**src/rtl/cmd_frame_rx.sv**
```systemverilog
// cmd_frame_rx: framed host-command receiver with burst phase writes and a per-frame ack.
// Optional feature macro: CMD_FRAME_RX_ACK_EN (ack states and TX writes built only when defined).
module cmd_frame_rx #(
    parameter int TX_FIFO_LOAD_W = 8,
    parameter int RX_FIFO_LOAD_W = 8,
    parameter int DATA_BYTES     = 4,
    parameter int ADDR_W         = 8,
    parameter int PHASE_W        = 8,
    parameter int NUM_CHANNELS   = 256,
    parameter int TIMEOUT_CYC    = 65535
) (
    input  logic                      clk,
    input  logic                      rst,
    input  logic [7:0]                rxfifo_data,
    input  logic                      rxfifo_valid,
    input  logic [RX_FIFO_LOAD_W-1:0] rxfifo_load,
    input  logic                      rxfifo_empty,
    output logic                      rxfifo_rd,
    input  logic [TX_FIFO_LOAD_W-1:0] txfifo_load,
    input  logic                      txfifo_full,
    output logic                      txfifo_wr,
    output logic [7:0]                txfifo_data,
    output logic [8*DATA_BYTES-1:0]   latest_data,
    output logic                      phase_wr,
    output logic [ADDR_W-1:0]         phase_addr,
    output logic [PHASE_W-1:0]        phase_data,
    output logic                      phase_calib_en,
    output logic                      global_enable,
    output logic                      debug_led,
    output logic                      frame_error
);
    // state | meaning
    // IDLE  | between frame bytes
    // REQ   | read a frame byte once the RX FIFO is not empty
    // WAIT  | wait for rxfifo_valid, shift byte into window
    // EVAL  | test window, execute a matched command
    // BREQ  | read a burst byte, watchdog running
    // BWAIT | wait for a burst byte, watchdog running
    // ACK0  | write 0xA5
    // ACK1  | write status
    localparam int DW   = 8 * DATA_BYTES;
    localparam int WW   = DW + 32;
    localparam int PB   = (PHASE_W + 7) / 8;
    localparam int WD_W = $clog2(TIMEOUT_CYC + 1);
    localparam logic [WD_W-1:0] WD_LOAD = WD_W'(TIMEOUT_CYC - 1);
    localparam logic [16:0]     MAX_N   = 17'(NUM_CHANNELS);
    localparam logic [1:0]      PB_LAST = 2'(PB);
`ifdef CMD_FRAME_RX_ACK_EN
    localparam bit ACK_EN = 1'b1;
`else
    localparam bit ACK_EN = 1'b0;
`endif

    typedef enum logic [2:0] {IDLE, REQ, WAIT, EVAL, BREQ, BWAIT, ACK0, ACK1} state_t;
    state_t state, state_nxt, done_state;

    logic [WW-1:0]      window;
    logic [DW-1:0]      payload;
    logic [DW+31:0]     payload_x;
    logic [15:0]        code, burst_n, pairs_left;
    logic               match, burst_bad, burst_ok, last_byte, wd_expired;
    logic [1:0]         byte_idx;
    logic [ADDR_W-1:0]  burst_addr;
    logic [PB*8-1:0]    phase_acc;
    logic [PB*8+7:0]    phase_shift;
    logic [WD_W-1:0]    wd_cnt;
    logic [7:0]         status;
    logic               tx_wr;
    logic [7:0]         tx_data;

    assign payload     = window[8 +: DW];
    assign payload_x   = {32'd0, payload};
    assign code        = window[DW+8 +: 16];
    assign burst_n     = payload[15:0];
    assign match       = (window[WW-1 -: 8] == 8'hAA) && (window[7:0] == 8'h55);
    assign burst_bad   = {1'b0, burst_n} > MAX_N;
    assign burst_ok    = (code == 16'h0002) && (burst_n != 16'd0) && !burst_bad;
    assign last_byte   = (byte_idx == PB_LAST);
    assign wd_expired  = (wd_cnt == '0);
    assign phase_shift = {phase_acc, rxfifo_data};
    assign done_state  = ACK_EN ? ACK0 : IDLE;

    logic unused;
    assign unused = ^{rxfifo_load, txfifo_load, payload_x, phase_shift[PB*8+7:PB*8]};

`ifdef CMD_FRAME_RX_ACK_EN
    assign txfifo_wr   = tx_wr;
    assign txfifo_data = tx_data;
`else
    assign txfifo_wr   = 1'b0;
    assign txfifo_data = 8'h00;
    logic unused_tx;
    assign unused_tx = ^{tx_wr, tx_data, status};
`endif

    always_ff @(posedge clk) begin
        if (rst) state <= IDLE;
        else     state <= state_nxt;
    end

    always_comb begin
        state_nxt = state;
        rxfifo_rd = 1'b0;
        tx_wr     = 1'b0;
        tx_data   = 8'h00;
        case (state)
            IDLE: state_nxt = REQ;
            REQ: begin
                if (!rxfifo_empty) begin
                    rxfifo_rd = 1'b1;
                    state_nxt = WAIT;
                end
            end
            WAIT: if (rxfifo_valid) state_nxt = EVAL;
            EVAL: begin
                state_nxt = IDLE;
                if (match) state_nxt = burst_ok ? BREQ : done_state;
            end
            BREQ: begin
                if (wd_expired) state_nxt = done_state;
                else if (!rxfifo_empty) begin
                    rxfifo_rd = 1'b1;
                    state_nxt = BWAIT;
                end
            end
            BWAIT: begin
                if (rxfifo_valid)
                    state_nxt = (last_byte && pairs_left == 16'd1) ? done_state : BREQ;
                else if (wd_expired)
                    state_nxt = done_state;
            end
            ACK0: begin
                if (!txfifo_full) begin
                    tx_wr     = 1'b1;
                    tx_data   = 8'hA5;
                    state_nxt = ACK1;
                end
            end
            ACK1: begin
                if (!txfifo_full) begin
                    tx_wr     = 1'b1;
                    tx_data   = status;
                    state_nxt = IDLE;
                end
            end
            default: state_nxt = IDLE;
        endcase
    end

    always_ff @(posedge clk) begin
        if (rst) begin
            window         <= '0;
            latest_data    <= '0;
            phase_wr       <= 1'b0;
            phase_addr     <= '0;
            phase_data     <= '0;
            phase_calib_en <= 1'b0;
            global_enable  <= 1'b1;
            debug_led      <= 1'b0;
            frame_error    <= 1'b0;
            status         <= 8'h00;
            pairs_left     <= '0;
            byte_idx       <= '0;
            burst_addr     <= '0;
            phase_acc      <= '0;
            wd_cnt         <= WD_LOAD;
        end else begin
            phase_wr       <= 1'b0;
            phase_calib_en <= 1'b0;
            case (state)
                WAIT: if (rxfifo_valid) window <= {window[WW-9:0], rxfifo_data};
                EVAL: begin
                    if (match) begin
                        window      <= '0;
                        latest_data <= payload;
                        status      <= 8'h00;
                        pairs_left  <= burst_n;
                        byte_idx    <= '0;
                        wd_cnt      <= WD_LOAD;
                        case (code)
                            16'h0001: begin
                                phase_wr   <= 1'b1;
                                phase_addr <= payload[ADDR_W-1:0];
                                phase_data <= payload_x[16 +: PHASE_W];
                            end
                            16'h0002: begin
                                if (burst_bad) begin
                                    status      <= 8'h02;
                                    frame_error <= 1'b1;
                                end
                            end
                            16'h0003: phase_calib_en <= 1'b1;
                            16'h0004: global_enable  <= payload[0];
                            16'h0005: frame_error    <= 1'b0;
                            16'h1ED0: debug_led      <= payload[0];
                            default: begin
                                status      <= 8'h01;
                                frame_error <= 1'b1;
                            end
                        endcase
                    end
                end
                BREQ: begin
                    if (wd_expired) begin
                        status      <= 8'h03;
                        frame_error <= 1'b1;
                        window      <= '0;
                    end else begin
                        wd_cnt <= wd_cnt - WD_W'(1);
                    end
                end
                BWAIT: begin
                    if (rxfifo_valid) begin
                        wd_cnt <= WD_LOAD;
                        // byte 0 of a pair is the address, the rest build the phase MSB first
                        if (byte_idx == 2'd0) burst_addr <= rxfifo_data[ADDR_W-1:0];
                        else                  phase_acc  <= phase_shift[PB*8-1:0];
                        if (last_byte) begin
                            phase_wr   <= 1'b1;
                            phase_addr <= burst_addr;
                            phase_data <= phase_shift[PHASE_W-1:0];
                            byte_idx   <= '0;
                            pairs_left <= pairs_left - 16'd1;
                        end else begin
                            byte_idx <= byte_idx + 2'd1;
                        end
                    end else if (wd_expired) begin
                        status      <= 8'h03;
                        frame_error <= 1'b1;
                        window      <= '0;
                    end else begin
                        wd_cnt <= wd_cnt - WD_W'(1);
                    end
                end
                default: ;
            endcase
        end
    end
endmodule

```
**config.mk**
```make
export PLATFORM = sky130hd
export DESIGN_NAME = cmd_frame_rx
export DESIGN_NICKNAME = d
export VERILOG_FILES = /design/src/rtl/cmd_frame_rx.sv
export SDC_FILE = /design/constraint.sdc
export NUM_CORES = 1
export LEC_CHECK = 0
export CORE_MARGIN = 5
export CORE_UTILIZATION = 40
export CTS_BUF_LIST = sky130_fd_sc_hd__clkbuf_4 sky130_fd_sc_hd__clkbuf_8
export CTS_CLUSTER_SIZE = 25
export DETAILED_ROUTE_END_ITERATION = 7
export PLACE_DENSITY_LB_ADDON = 0.12
export SYNTH_ARGS = -nofsm -noshare
export SYNTH_HDL_FRONTEND = slang
export SYNTH_SLANG_ARGS = --single-unit
```
**constraint.sdc**
```tcl
create_clock -name clk -period 5.4 [get_ports clk]
set_input_delay 1.08 -clock clk [delete_from_list [all_inputs] [get_ports clk]]
set_output_delay 1.08 -clock clk [all_outputs]
set_load 0.01 [all_outputs]
```
-- Word level (Yosys, flattened, before mapping)
Cells that the tools add are included.
- logic and storage cells: 129
- register bits: 162
- input bits: 29
- mux-type cells: 54
- $lt $le $gt $ge: 1
- add/sub/neg operators: 3
- bitwise gates (word level): 2
- reduce and logical (&&, ||, !) cells: 25
- equal/unequal tests: 30
- operators with widths (operator ; count):
    2-to-1 mux 64 bit ; 4
    one-hot mux 64 bit (4 select lines) ; 1
    2-to-1 mux 16 bit ; 6
    2-to-1 mux 8 bit ; 8
    one-hot mux 16 bit (3 select lines) ; 1
    2-to-1 mux 3 bit ; 11
    == test 16 x 1 -> 1 bit, second input constant ; 2
    == test 16 x 2 -> 1 bit, second input constant ; 2
    == test 16 x 3 -> 1 bit, second input constant ; 2
    one-hot mux 16 bit (2 select lines) ; 1
    one-hot mux 8 bit (2 select lines) ; 2
    subtractor 16 x 1 -> 16 bit, second input constant ; 2
    one-hot mux 3 bit (8 select lines) ; 1
    inequality test 2 bit, second input constant ; 9
    == test 16 x 13 -> 1 bit, second input constant ; 1
    > comparator 16 x 9 -> 1 bit, second input constant ; 1
    logical NOT 16 bit ; 1
    nonzero test 16 bit ; 1
    == test 3 bit, second input constant ; 4
    AND reduction 3 bit ; 4
    2-to-1 mux 1 bit ; 11
    AND reduction 5 bit ; 2
    inequality test 3 bit, second input constant ; 3
    == test 8 x 7 -> 1 bit, second input constant ; 1
    23 further kinds ; 34

-- Longest topological paths before layout
- word-level depth: 6
- gate-level depth with buffers: 11

-- Worst setup path before layout
No wires, ideal clock.
- path kind: flip-flop to output port
- start point: register wd_cnt[0]
- end point: output rxfifo_rd
- required time: 4.320 ns
- setup slack: 2.709 ns
- path buffers: 1
- cell stages (with the launch flop): 9
- arrival: 1.611 ns
- path through: dfxtp_1 -> inv_1 -> ha_1 -> or3b_1 -> clkbuf_1 -> nor2_1 -> nand2_1 -> a21oi_1 -> nor3_1
- longest elaborated chain between the ends: 3
- ends and longest elaborated chain (element ; RTL line ; RTL):
    start, declared ; 66 ; logic [WD_W-1:0] wd_cnt;
    start signal, assigned ; 209 ; wd_cnt <= wd_cnt - WD_W'(1);
    start signal, assigned ; 232 ; wd_cnt <= wd_cnt - WD_W'(1);
    logical NOT 16 bit ; 79 ; assign wd_expired = (wd_cnt == '0);
    2-to-1 mux 1 bit ; 120 ; if (wd_expired) state_nxt = done_state;
    one-hot mux 1 bit (2 select lines) ; 106 ; case (state)
    end, declared ; 18 ; output logic rxfifo_rd,
No other way between the ends.

-- Worst setup path in the final report
Ends and elaborated chain as after synthesis.

==> flow_summary_export.csv <==
group,metric,value,unit
global_routing,grt_pass1_wl,37200,um
cts,clockBufferDepth,2,
worst_setup_path,endpoint_kind,"output port",
pwr,switching_share,25.9,%
routing,via_per_inst,5.91,
cts,cts_sinks,162,
die,dieArea,22200,um2
routing,post_drt_wl_per_cell,19.0,um
pwr,pwr-share-clk,40.1,%
die,core,18900,um2
cts,cts.hold.buffers_added,0,
logic_synthesis,synth.most_common_cell,"dfxtp_1",
worst_setup_path,required,4.32,ns
worst_setup_path,cp_top_family,"simple AND/OR/NAND/NOR gates",
timing,min_period,4.07,ns
timing,worst_slew_margin_rel,23.0,%
hold_path,holdCritPathClass,"register to register",
global_routing,grt-ovfl-total,0,
cells_and_area,nets,996,
die,fp.dieW,149,um
routing,drt_first_iter_violations,785,
logic_synthesis,ys_warn_count,0,
cells_and_area,syn_to_final_growth,13.5,%
timing,worst_pin_slew,1.15,ns
logic_synthesis,ys_top_cells_by_area,"dfxtp_1 42%, a21oi_1 7.8%, nand2_1 6.3%, o21ai_0 6.1%, nand4_1 5.8%",
cells_and_area,stdcell_count,1234,
logic_synthesis,synth_area_per_cell,8.19,um2
worst_setup_path,cpPeakStageDelay,0.51,ns
timing,tns,0,ns
logic_synthesis,synth_ff_type,"dfxtp_1",
cells_and_area,drive_gt1_share,8.32,%
pwr,leakagePower,2.77,nW
timing,drv_slew,0,
worst_setup_path,start_kind,"register",
worst_setup_path,critPathBufInv,2,
logic_synthesis,syn-instance-count,945,
global_routing,antenna_found_initial,0,
logic_synthesis,synth_cell_type_count,71,
logic_synthesis,ys_seq_area_share,41.9,%
timing,period_share,75.3,%
cts,cts_inserted_buffers,17,
cts,cts_tree,"done",
routing,wirelength,23400,um
cells_and_area,antenna_cells,0,
placed_design,dpl.hpwl,15000,um
global_routing,grt_max_degree,74,
routing,vias,7287,
die,io_pins,92,
logic_synthesis,syn_area,7740,um2
timing,timing.hold.ws,0.458,ns
routing,drcViolationCount,0,
cts,clock_latency,0.47,ns
worst_setup_path,cp_max_fo,6,
cts,root_buffer,"clkbuf_8",
pwr,peakVddDrop,0.146,mV
cts,ctsResizeCount,0,
die,die_h,149,um
timing,max_freq,246,MHz
timing,clock_skew,0.0127,ns
routing,dr.pass1.iters,5,
pwr,p_int,1.64,mW
logic_synthesis,synthArstFlopShare,0,%
worst_setup_path,crit_type,"register to output port",
logic_synthesis,yosys-top-cells-count,"162 x dfxtp_1, 130 x nand2_1, 121 x a21oi_1, 95 x o21ai_0, 72 x nand4_1",
status,status,"finished clean",
die,placement_rows,50,
flow_run,drv_cap,0,
logic_synthesis,yosys.area.top_type,"dfxtp_1",
logic_synthesis,synth_edf_count,0,
pwr,power_density,253,nW/um2
placed_design,portBuffers,66,
logic_synthesis,synth_top_area_share,41.9,%
worst_setup_path,path_cells,"inv_1 -> ha_1 -> or3b_1 -> nor2_1 -> nand2_1 -> a21oi_1 -> nor3_1 -> clkdlybuf4s50_1",
worst_setup_path,critPathSlowestCell,"clkdlybuf4s50_1",
worst_setup_path,cp.arrival,2.99,ns
pwr,p_comb_share,5.2,%
global_routing,grt_pass1_vias,6600,
die,initial_core_util,41.0,%
global_routing,gr-usage-all-layers,20.7,%
routing,ant_nets,0,
cts,clkTransAtPathRegs,0.09,ns
pwr,pwr-share-seq,54.7,%
timing,setup_viol,0,
pwr,p_sw,0.576,mW
cts,h-tree-depth,4,
timing,grt_setup_unrepaired,"no",
placed_design,dp.cells,1202,
timing,hold_violations,0,
cts,cts_setup_buffers,0,
logic_synthesis,ys_seq_elements,162,
placed_design,gp_congestion,0.854,
## layer usage
| metal | share of wire, % | GRT usage [%] | routed length [um] | vias to the layer above |
|---|---|---|---|---|
| li1 | - | - | - | 3527 |
| met2 | 43 | 29.6 | 9980 | 259 |
| met3 | 6.6 | 3.98 | 1550 | 35 |
| met4 | 1.6 | 5.63 | 366 | 0 |
| met5 | 0 | 0 | 0 | - |
| met1 | 49 | 31.5 | 11600 | 3466 |
## power groups by stage
stage	registers, mW	clock network, mW	logic, mW
after floorplan	1.23	0	0.0918
after detailed placement	1.24	0	0.114
final	1.21	0.890	0.116
after CTS	1.21	0.902	0.114
after global routing	1.22	0.958	0.125
after global placement	1.24	0	0.114
## worst reg2reg max path: cells and delay by family (launching register included)
kind             cells  cell delay [ns]
and+or+nand+nor      5             3.09
DFF                  1             0.34
## through the flow
stage | instance area, um2 | setup slack (ns) | utilization, % | power, mW
after global routing | 8790 | 1.18 | 46.5 | 2.30
after detailed placement | 8410 | 1.75 | 44.5 | 1.36
final | 8790 | 1.33 | 46.5 | 2.22
after CTS | 8790 | 1.34 | 46.5 | 2.23
after floorplan | 7770 | 2.71 | - | 1.32
after global placement | 8410 | 1.71 | 44.5 | 1.36
## cells by family (layout without fill, tap and decap cells)
logic type,after synthesis,after routing,synth area share (%)
AND/OR/NAND/NOR,354,354,24.2
AO/OA/AOI/OAI,303,303,24.0
flip-flops,162,162,41.9
buffers and inverters,106,127,7.18
multiplexers,11,11,1.42
adder cells (fa/ha/maj),6,6,0.970
XOR/XNOR,2,2,0.226
other,1,9,0.0485
## cell usage in the layout (no fill, tap or decap), types with 7 or more instances in the layout
master,n
o211ai_1,7
a21oi_1,121
clkdlybuf4s50_1,65
nor2_1,34
inv_1,12
a311oi_1,11
buf_4,17
nor3_1,32
a311oi_2,8
nand4_1,72
clkbuf_8,17
or4_1,8
nand2_1,130
a31oi_1,7
nor4_1,8
dfxtp_1,162
mux2i_1,11
o21ai_0,95
nand3_1,9
conb_1,9
## cell type report
class	instances	area [um2]
clock buffers	18	241
flip-flops and latches	162	3240
repair buffers	82	778
fillers	1902	10100
well taps	260	325
clock inverters	14	139
multi-input cells	685	4010
inverters	13	48.8
## final timing paths
check | from | to | slack [ns] | cells past startpoint
worst max-delay path | wd_cnt[0] | rxfifo_rd | 1.33 | 8
worst min-delay path | latest_data[9] | latest_data[9] | 0.46 | 2
worst max register to register | window[50] | phase_wr | 1.91 | 5
worst min register to register | latest_data[9] | latest_data[9] | 0.46 | 2
## flip-flops by register name, summed over array words and instances, names as in the netlist, 2 cells and up
name and count:
byte_idx 2, state 3, window 64, pairs_left 16, phase_addr 8, burst_addr 8
wd_cnt 16, latest_data 32, phase_data 8
Power figures use the tool's default switching activity.
